## src/rtl/param_pattern_detect.sv

```systemverilog
// Serial pattern detector: hunts for PAT_W-bit pattern, then tracks it word-aligned,
// locking after REPEAT_N aligned matches and unlocking after LOSS_N aligned misses.
module param_pattern_detect #(
  parameter int PAT_W    = 16,
  parameter int REPEAT_N = 2,
  parameter int LOSS_N   = 2,
  parameter int CNT_W    = 16,
  parameter int STICKY   = 0
) (
  input  logic             clk,
  input  logic             rst,
  input  logic             data_valid,
  input  logic             data,
  input  logic [PAT_W-1:0] pattern,
  input  logic             clear,
  output logic             locked,
  output logic             match_pulse,
  output logic [CNT_W-1:0] match_count,
  output logic [1:0]       state,
  output logic [3:0]       DONE_VALUE
);

  localparam logic [1:0] ST_SEARCH = 2'b00;
  localparam logic [1:0] ST_TRACK  = 2'b01;
  localparam logic [1:0] ST_LOCKED = 2'b10;

  localparam int FILL_W = $clog2(PAT_W + 1);
  localparam int BIT_W  = $clog2(PAT_W);

  localparam logic [FILL_W-1:0] FILL_FULL = FILL_W'(PAT_W);
  localparam logic [FILL_W-1:0] FILL_LAST = FILL_W'(PAT_W - 1);
  localparam logic [BIT_W-1:0]  BIT_LAST  = BIT_W'(PAT_W - 1);
  localparam logic [7:0]        REP_TGT   = 8'(REPEAT_N);
  localparam logic [7:0]        LOSS_TGT  = 8'(LOSS_N);
  localparam logic [CNT_W-1:0]  CNT_MAX   = {CNT_W{1'b1}};

  localparam logic [3:0] DONE_LOCKED = 4'b0101;
  localparam logic [3:0] DONE_IDLE   = 4'b1010;

  // The oldest bit of the PAT_W-bit window is never compared again, so only
  // the younger PAT_W-1 bits are stored; the candidate appends the live bit.
  logic [PAT_W-2:0]  r_sr;
  logic [FILL_W-1:0] r_fill;
  logic [BIT_W-1:0]  r_bit;
  logic [7:0]        r_rep;
  logic [7:0]        r_loss;
  logic [1:0]        r_state;
  logic              r_locked;
  logic              r_pulse;
  logic [CNT_W-1:0]  r_count;
  logic [3:0]        r_done;

  logic [PAT_W-1:0]  w_cand;
  logic              w_hit;
  logic              w_fill_ok;
  logic              w_aligned;
  logic              w_accept;
  logic [1:0]        w_state_nx;
  logic [7:0]        w_rep_nx;
  logic [7:0]        w_loss_nx;
  logic [BIT_W-1:0]  w_bit_nx;

  assign w_cand    = {r_sr, data};
  assign w_hit     = (w_cand == pattern);
  assign w_fill_ok = (r_fill >= FILL_LAST);
  assign w_aligned = (r_bit == BIT_LAST);

  always_comb begin
    w_state_nx = r_state;
    w_rep_nx   = r_rep;
    w_loss_nx  = r_loss;
    w_bit_nx   = r_bit;
    w_accept   = 1'b0;
    if (data_valid) begin
      w_bit_nx = w_aligned ? '0 : r_bit + 1'b1;
      case (r_state)
        ST_SEARCH: begin
          if (w_hit && w_fill_ok) begin
            w_accept   = 1'b1;
            w_rep_nx   = 8'd1;
            w_loss_nx  = 8'd0;
            w_bit_nx   = '0;
            w_state_nx = (REPEAT_N == 1) ? ST_LOCKED : ST_TRACK;
          end
        end
        ST_TRACK: begin
          if (w_aligned) begin
            if (w_hit) begin
              w_accept = 1'b1;
              w_rep_nx = r_rep + 8'd1;
              if (w_rep_nx == REP_TGT) begin
                w_state_nx = ST_LOCKED;
                w_loss_nx  = 8'd0;
              end
            end else begin
              w_state_nx = ST_SEARCH;
              w_rep_nx   = 8'd0;
            end
          end
        end
        ST_LOCKED: begin
          if (w_aligned) begin
            if (w_hit) begin
              w_accept  = 1'b1;
              w_loss_nx = 8'd0;
            end else begin
              // Loss count saturates at LOSS_N so a sticky lock cannot wrap it.
              w_loss_nx = (r_loss == LOSS_TGT) ? r_loss : r_loss + 8'd1;
              if (STICKY == 0 && w_loss_nx == LOSS_TGT) begin
                w_state_nx = ST_SEARCH;
                w_rep_nx   = 8'd0;
                w_loss_nx  = 8'd0;
              end
            end
          end
        end
        default: begin
          w_state_nx = ST_SEARCH;
          w_rep_nx   = 8'd0;
          w_loss_nx  = 8'd0;
        end
      endcase
    end
  end

  always_ff @(posedge clk) begin
    if (!rst || clear) begin
      r_sr     <= '0;
      r_fill   <= '0;
      r_bit    <= '0;
      r_rep    <= 8'd0;
      r_loss   <= 8'd0;
      r_state  <= ST_SEARCH;
      r_locked <= 1'b0;
      r_pulse  <= 1'b0;
      r_count  <= '0;
      r_done   <= DONE_IDLE;
    end else begin
      if (data_valid) begin
        r_sr <= w_cand[PAT_W-2:0];
        if (r_fill != FILL_FULL) r_fill <= r_fill + 1'b1;
      end
      r_bit    <= w_bit_nx;
      r_rep    <= w_rep_nx;
      r_loss   <= w_loss_nx;
      r_state  <= w_state_nx;
      r_pulse  <= w_accept;
      r_locked <= (w_state_nx == ST_LOCKED);
      r_done   <= (w_state_nx == ST_LOCKED) ? DONE_LOCKED : DONE_IDLE;
      if (w_accept && r_count != CNT_MAX) r_count <= r_count + 1'b1;
    end
  end

  assign locked      = r_locked;
  assign match_pulse = r_pulse;
  assign match_count = r_count;
  assign state       = r_state;
  assign DONE_VALUE  = r_done;

endmodule

```

## config.mk

```make
export PLATFORM = sky130hd
export DESIGN_NAME = param_pattern_detect
export DESIGN_NICKNAME = d
export VERILOG_FILES = /design/src/rtl/param_pattern_detect.sv
export SDC_FILE = /design/constraint.sdc
export NUM_CORES = 1
export LEC_CHECK = 0
export CAP_MARGIN = 20
export CORE_MARGIN = 3
export CORE_UTILIZATION = 30
export CTS_CLUSTER_SIZE = 12
export DETAILED_ROUTE_END_ITERATION = 8
export PLACE_DENSITY_LB_ADDON = 0.3
export SLEW_MARGIN = 30
export SYNTH_ARGS = -nofsm -noshare
export SYNTH_HDL_FRONTEND = slang
export SYNTH_SLANG_ARGS = --single-unit
```

## constraint.sdc

```tcl
create_clock -name clk -period 3.1 [get_ports clk]
set_clock_uncertainty 0.15 [all_clocks]
set_input_delay 0.62 -clock clk [delete_from_list [all_inputs] [get_ports clk]]
set_output_delay 0.62 -clock clk [all_outputs]
set_load 0.01 [all_outputs]
```

**After elaboration in Yosys (flattened, before gate mapping)**

Cells that the tools add are included.

- Memories: 0
- Memory bits (writable): 0
- Output and inout bits: 24
- Register bits: 64
- Memory bits (read-only): 0
- Bits in latches: 0

- Order comparisons: 1
- Add/subtract/negate cells: 5
- $mul: 0
- Multiplexer cells: 34
- Reduce and logical (&&, ||, !) cells: 9
- Shifts and indexed selects: 0
- Bitwise operators: 0
- Equality and inequality tests: 17
- Div/mod/pow operators: 0

Operator list:

| kind | count |
|---|---|
| 8-bit 2-to-1 mux | 14 |
| 8-bit one-hot mux with 3 select lines | 2 |
| 8-bit by 2-bit == test with 1-bit output, second input constant | 3 |
| 16-bit by 1-bit adder with 16-bit output, second input constant | 1 |
| 8-bit by 1-bit adder with 8-bit output, second input constant | 2 |
| 16-bit == test | 1 |
| 2-bit 2-to-1 mux | 8 |
| 4-bit 2-to-1 mux | 4 |
| 16-bit inequality test, second input constant | 1 |
| 2-bit inequality test, second input constant | 7 |
| 6-bit AND reduction | 2 |
| 2-bit one-hot mux with 3 select lines | 1 |
| 5-bit by 1-bit adder with 5-bit output, second input constant | 1 |
| 5-bit by 4-bit >= comparator with 1-bit output, second input constant | 1 |
| 5-bit inequality test, second input constant | 1 |
| 4-bit by 1-bit adder with 4-bit output, second input constant | 1 |
| 2-bit == test, second input constant | 2 |
| 4-bit == test, second input constant | 1 |
| 1-bit 2-to-1 mux | 4 |
| 2-bit by 1-bit == test with 1-bit output, second input constant | 1 |
| 1-bit logical AND | 2 |
| 2-bit logical NOT | 1 |
| 1-bit one-hot mux with 2 select lines | 1 |
| 2-bit AND reduction | 1 |
| other kinds (3) | 3 |

**Depth between registers and ports, before layout**

- Word-level depth: 10
- Gate-level depth with buffers: 10
- Gate-level depth less buffers: 10

**Worst setup path before layout**

Ideal clock, no wire load.

- Path type: reg-to-reg
- From: reg r_loss[0]
- To: reg r_rep[0]
- Path slack: 0.444 ns
- Buffers on the path: 1
- Data arrival time: 2.368 ns
- Data required time: 2.812 ns
- Period minus slack after synthesis: 2.656 ns
- Library setup time: 0.138 ns
- Cell stages (with the launch flop): 11
- Path through: dfxtp_1 inv_1 ha_1 or3_1 a41o_1 o41ai_4 o221ai_2 or3_1 buf_6 a221oi_2 a311oi_2

- Cells in the longest elaborated chain, start to end: 5
- Elaborated cells on any way between the ends: 6

Ends and longest elaborated chain:

| element | line | source |
|---|---|---|
| start, declared | 46 | `logic [7:0] r_loss;` |
| start signal, assigned | 145 | `r_loss <= w_loss_nx;` |
| 8-bit by 1-bit adder with 8-bit output / 8-bit by 2-bit == test with 1-bit output (equally long branches) | 108 | `w_loss_nx = (r_loss == LOSS_TGT) ? r_loss : r_loss + 8'd1;` |
| 8-bit 2-to-1 mux (*) | 108 |  |
| 8-bit by 2-bit == test with 1-bit output (*) | 109 | `if (STICKY == 0 && w_loss_nx == LOSS_TGT) begin` |
| 2-bit inequality test (no line) (*) | -- |  |
| 6-bit AND reduction (no line) (*) | -- |  |
| end signal, assigned | 144 | `r_rep <= w_rep_nx;` |
| end, declared | 45 | `logic [7:0] r_rep;` |

Every way passes the cells marked *; elsewhere a longest branch is shown, timed or not.
A chain may end at the register's enable or synchronous reset.

**Worst setup path after layout**

- From: in pattern[4]
- To: reg r_rep[5]

- Cells in the longest elaborated chain, start to end: 4
- Elaborated cells on any way between the ends: 8

Ends and longest elaborated chain:

| element | line | source |
|---|---|---|
| start, declared | 14 | `input logic [PAT_W-1:0] pattern,` |
| 16-bit == test (*) | 64 | `assign w_hit = (w_cand == pattern);` |
| 8-bit 2-to-1 mux / 1-bit logical AND (equally long branches) | 88, 78 |  |
| 8-bit 2-to-1 mux / 2-bit inequality test (equally long branches) | -- |  |
| 8-bit one-hot mux with 3 select lines / 6-bit AND reduction (equally long branches) | -- |  |

Every way passes the cells marked *; elsewhere a longest branch is shown, timed or not. The select of a mux whose other input is x is not followed.

==> metrics.cfg <==
[sta]
hold_viol = 0
period_share_pct = 91.74
tightest_slew_ns = 0.5715
finalSetupViolCount = 0
fin_ws_ns = 0.2562
rsz0062_at_grt = no
max_freq_mhz = 351.6
period_minus_slack_ns = 2.844
maxSlewHeadroom_pct = 61.90
drv_slew = 0

[synth]
yosys-top-cells-area = dfxtp_1, xnor2_1, nor2_1
yosysUniqueCellTypes = 60
yosys.area.top_type = dfxtp_1
ys_seq_elements = 61
synthesis.nets = 449
synth_area_per_cell_sq_um = 8.442
syn-instance-count = 415
synth_top_area_share_pct = 34.86
synth-edff-count = 0
synth-main-ff-cell = dfxtp_1
netlist_area_sq_um = 3503
synth.top_cells.by_count = dfxtp_1, nor2_1, xnor2_1
synth_seq_area_share_pct = 34.86
yosys_warnings = 0
synthArstFlopShare_pct = 0
synth.most_common_cell = dfxtp_1

[placed_design]
io_buffers = 44
dp_slack_ns = -0.03811
dpl_cell_area_sq_um = 4148
place.gp.congestion = 0.7993
dp_hpwl_um = 6297

[setup_path]
r2r-start = r_loss[1]$_SDFFE_PP0P_
critPathKind = input port to flop
crit_path_max_fanout = 6
r2r_slack_ns = 0.29
end_kind = flop
cp_data_required_time_ns = 3.18
reg2reg_to = DONE_VALUE[2]$_SDFF_PP0_
critical_path_arrival_ns = 2.93
rr_worst_depth = 8
critPathLaunchType = input port

[routing]
wl_per_cell_um = 13.69
drc_errors = 0
drtPass1Iterations = 4
vias_per_cell = 5.039
ant_nets = 0
drt-initial-drc-count = 154
drt-total-wl_um = 8351
vias = 3074

[clocking]
clock_latency_ns = 0.32
cts_setup_buffers = 0
cts.path.max_buffers = 2
cts_resized = 0
htree_levels = 3
cts_hold_buf = 0
clk_pin_slew_ns = 0.05
cts_tree = done
numCtsBuffers = 9
root_buffer = clkbuf_16
clkSinkCount = 61

[grt]
grt_pass1_wl_um = 14210
grt_start_max_net_pins = 31
antenna_found_initial = 0
grt_overflow = 0
grt_usage_pct = 13.23
grt_pass1_vias = 2981

[worst_hold_path]
holdPathStages = 2
hold_path_class = flop to flop
min_from = r_bit[3]$_SDFFE_PP0P_
holdPathEnd = r_bit[3]$_SDFFE_PP0P_

[final_layout]
postLayoutCellArea_sq_um = 4508
multi_input_area_sq_um = 2103
nets = 499
antenna_cells = 0
drive_gt1_share_pct = 11.49
regArea_sq_um = 1221
fillers = 1161
syn_to_final_growth_pct = 28.68

[power]
power.ir.vdd_worst_mv = 0.2932
power_density_nw_per_um2 = 461.0
leakage_nw = 1.582

[die]
fp.dieH_um = 114.1
dieArea_sq_um = 13010
row_count = 38
core_sq_um = 11130
initial_core_util_pct = 31.49
die_w_um = 114.1
boundaryPins = 45

[outcome]
status = completed

[flow_run]
cap_viol_max_count = 0

## cells in the final DEF, fill, tap and decap left out, drive strengths merged, types with 5 or more instances in the layout
cell and count:
o21ai 16, buf 19, dfxtp 61, clkbuf 13
a21oi 21, xnor2 31, or4 5, and2 5
xor2 5, a31oi 8, nand2 29, mux2i 17
nor3 15, or3 10, nand3 23, nand4 12
inv 14, ha 13, and3 10, clkdlybuf4s50 44
nor4 5, nor2 51, nand2b 5
## power by group
part	switching [W]	internal (W)
clock network	0.000345	0.000851
registers	0.00000304	0.000787
logic	0.0000421	0.0000495
## critical path, stage by stage
cell and delay [ns]:
clkdlybuf4s50_1 0.42, xnor2_1 0.23, nand4_1 0.17, or4_1 0.62, buf_4 0.21, or4_1 0.51, a21oi_1 0.16
## metrics by stage
step / hold WS [ns] / utilization, % / TNS (ns) / cells / power [W]
floorplan: 0.2862 / - / 0 / 415 / 0.0008534
global placement: 0.3029 / 37.28 / 0 / 594 / 0.0008991
detailed placement: 0.3092 / 37.28 / -0.07424 / 594 / 0.0008994
CTS: 0.3167 / 40.52 / 0 / 610 / 0.002100
global route: 0.3547 / 40.52 / 0 / 610 / 0.002142
finish: 0.3215 / 40.52 / 0 / 610 / 0.002078
## area by class of cell
cell class                 count  area share, %
inverter                      14          1.166
multi-input combinational    316          46.66
timing repair buffer          63          13.21
clock inverter                 3          1.998
tap                          140          3.886
clock buffer                  13          5.995
sequential                    61          27.09
## per-layer routing
| metal | track usage [%] | share of wire, % | vias to the layer above |
|---|---|---|---|
| met5 | 0 | 0 | - |
| met4 | 5.146 | 1.7 | 0 |
| met3 | 2.008 | 2.8 | 11 |
| met2 | 21.47 | 48 | 56 |
| met1 | 17.69 | 48 | 1434 |
| li1 | - | - | 1573 |
## cell families after synthesis
group	count (synthesis)	share of synthesized area, %
xor gates and xnor gates	36	9.000
buffers and inverters	38	5.178
and+or+nand+nor	180	27.25
DFF	61	34.86
muxes	17	4.857
AOI/OAI and AO/OA	70	14.21
adders and majority gates	13	4.643
## registers in the layout, indices dropped and copies added (netlist names), named ones only
name / cells
r_fill: 5
match_count: 16
r_loss: 8
DONE_VALUE: 2
state: 1
match_pulse: 1
r_sr: 15
r_bit: 4
r_rep: 8
## worst max-delay path by stage
stage	start	endpoint	slack, ns	cells after the start
2_1_floorplan	r_loss[0]$_SDFFE_PP0P_	r_rep[0]$_SDFFE_PP0P_	0.44	10
3_3_place_gp	pattern[4]	r_rep[5]$_SDFFE_PP0P_	0.01	7
3_5_place_dp	pattern[7]	r_rep[5]$_SDFFE_PP0P_	-0.04	7
4_1_cts	pattern[4]	r_rep[5]$_SDFFE_PP0P_	0.28	7
5_1_grt	pattern[4]	r_rep[6]$_SDFFE_PP0P_	0.13	7
6_report	pattern[4]	r_rep[5]$_SDFFE_PP0P_	0.26	7
Power figures use the tool's default switching activity.
==> edit (same flow settings) <==
Change the parameter `CNT_W` from 16 to 12.
--- a/src/rtl/param_pattern_detect.sv
+++ b/src/rtl/param_pattern_detect.sv
@@ -4,7 +4,7 @@
   parameter int PAT_W    = 16,
   parameter int REPEAT_N = 2,
   parameter int LOSS_N   = 2,
-  parameter int CNT_W    = 16,
+  parameter int CNT_W    = 12,
   parameter int STICKY   = 0
 ) (
   input  logic             clk,
Ports: changed (resized match_count); port bits go from 45 to 41. The function was not compared with the original's and may differ.
==> edit against the original RTL <==
Area after synthesis is 11% lower; setup slack better by 0.016 ns; global-route usage decreased by 0.30 points; final area fell by 13%; sequential share of layout area is 2.0 points higher; power down 26%; sequential cell count decreased by 4; routed wire length fell by 17%; largest cell class unchanged; largest power group is now registers.
==> edit: results (changes against the original RTL) <==
worst flop-to-flop path endpoint = r_rep[1]
CP Capture Point = r_rep[7]
Netlist cell types = 50 (-17%)
Seq/total area = 29.12% (+2.0 points)
status = complete, no violations
Finished Layout Cells = 553 (-9.3%)
sequential share of the synthesized area = 36.45% (+1.6 points)
Clock Network Area Fraction = 5.236% (-2.8 points)
clock buffers = 11 (-2)
Arr. time, crit path = 2.94 ns (about the same)
I/O Buffers = 40 (-9.1%)
number of global-route vias before repair = 2639 (-11%)
RePlAce Congestion = 0.7832 (-2.0%)
global-route wire length before repair = 12060 um (-15%)
Avg Cell Area, Syn = 8.461 sq um (+0.22%)
crit-path max FO = 4 (-2)
Area after DPL = 3714 sq um (-10%)
max_slew headroom = 70.35% (+8.5 points)
FF-to-FF setup slack = 0.48 ns (+0.19 ns)
largest net degree at the start of global routing = 42 (+35%)
GR Util met3 = 4.418% (+2.4 points)
syn_nets = 404 (-10%)
Largest stage delay, worst path = 0.52 ns (-0.10 ns)
Register-to-Register Path Depth = 9 (+1)
DR WL met2 = 3264 um (-18%)
static leakage = 0.001420 uW (-10%)
## edit: changes by cell type in the layout (fill, tap and decap cells not counted), sizes merged, moves of 5 or more
cell | before | now
nand3 | 23 | 17
buf | 19 | 14
a31o | 1 | 7
nand2 | 29 | 20
o211ai | 0 | 6
a31oi | 8 | 2
xnor2 | 31 | 26
a21oi | 21 | 11
or4 | 5 | 0
## edit: logic make-up (layout without fill, tap and decap cells)
group	Yosys count	after routing	share of synthesized area [%]
AO/OA/AOI/OAI	63	63	13.71
AND/OR/NAND/NOR	152	152	25.14
multiplexers	18	18	5.755
buffers and inverters	34	84	4.517
flip-flops	57	57	36.45
XOR/XNOR	33	33	9.233
adder cells (fa/ha/maj)	13	13	5.196
## edit: report_power, final
group | total [uW] | switching [uW] | internal (uW)
combinational | 85.4 | 38.6 | 46.7
sequential | 738 | 2.74 | 735
clock | 712 | 314 | 398
total | 1540 | 355 | 1180
## edit: worst min-delay path: stages (launching register included)
cell and delay, ns:
dfxtp_1 0.32, nand2_1 0.06, a21oi_1 0.05
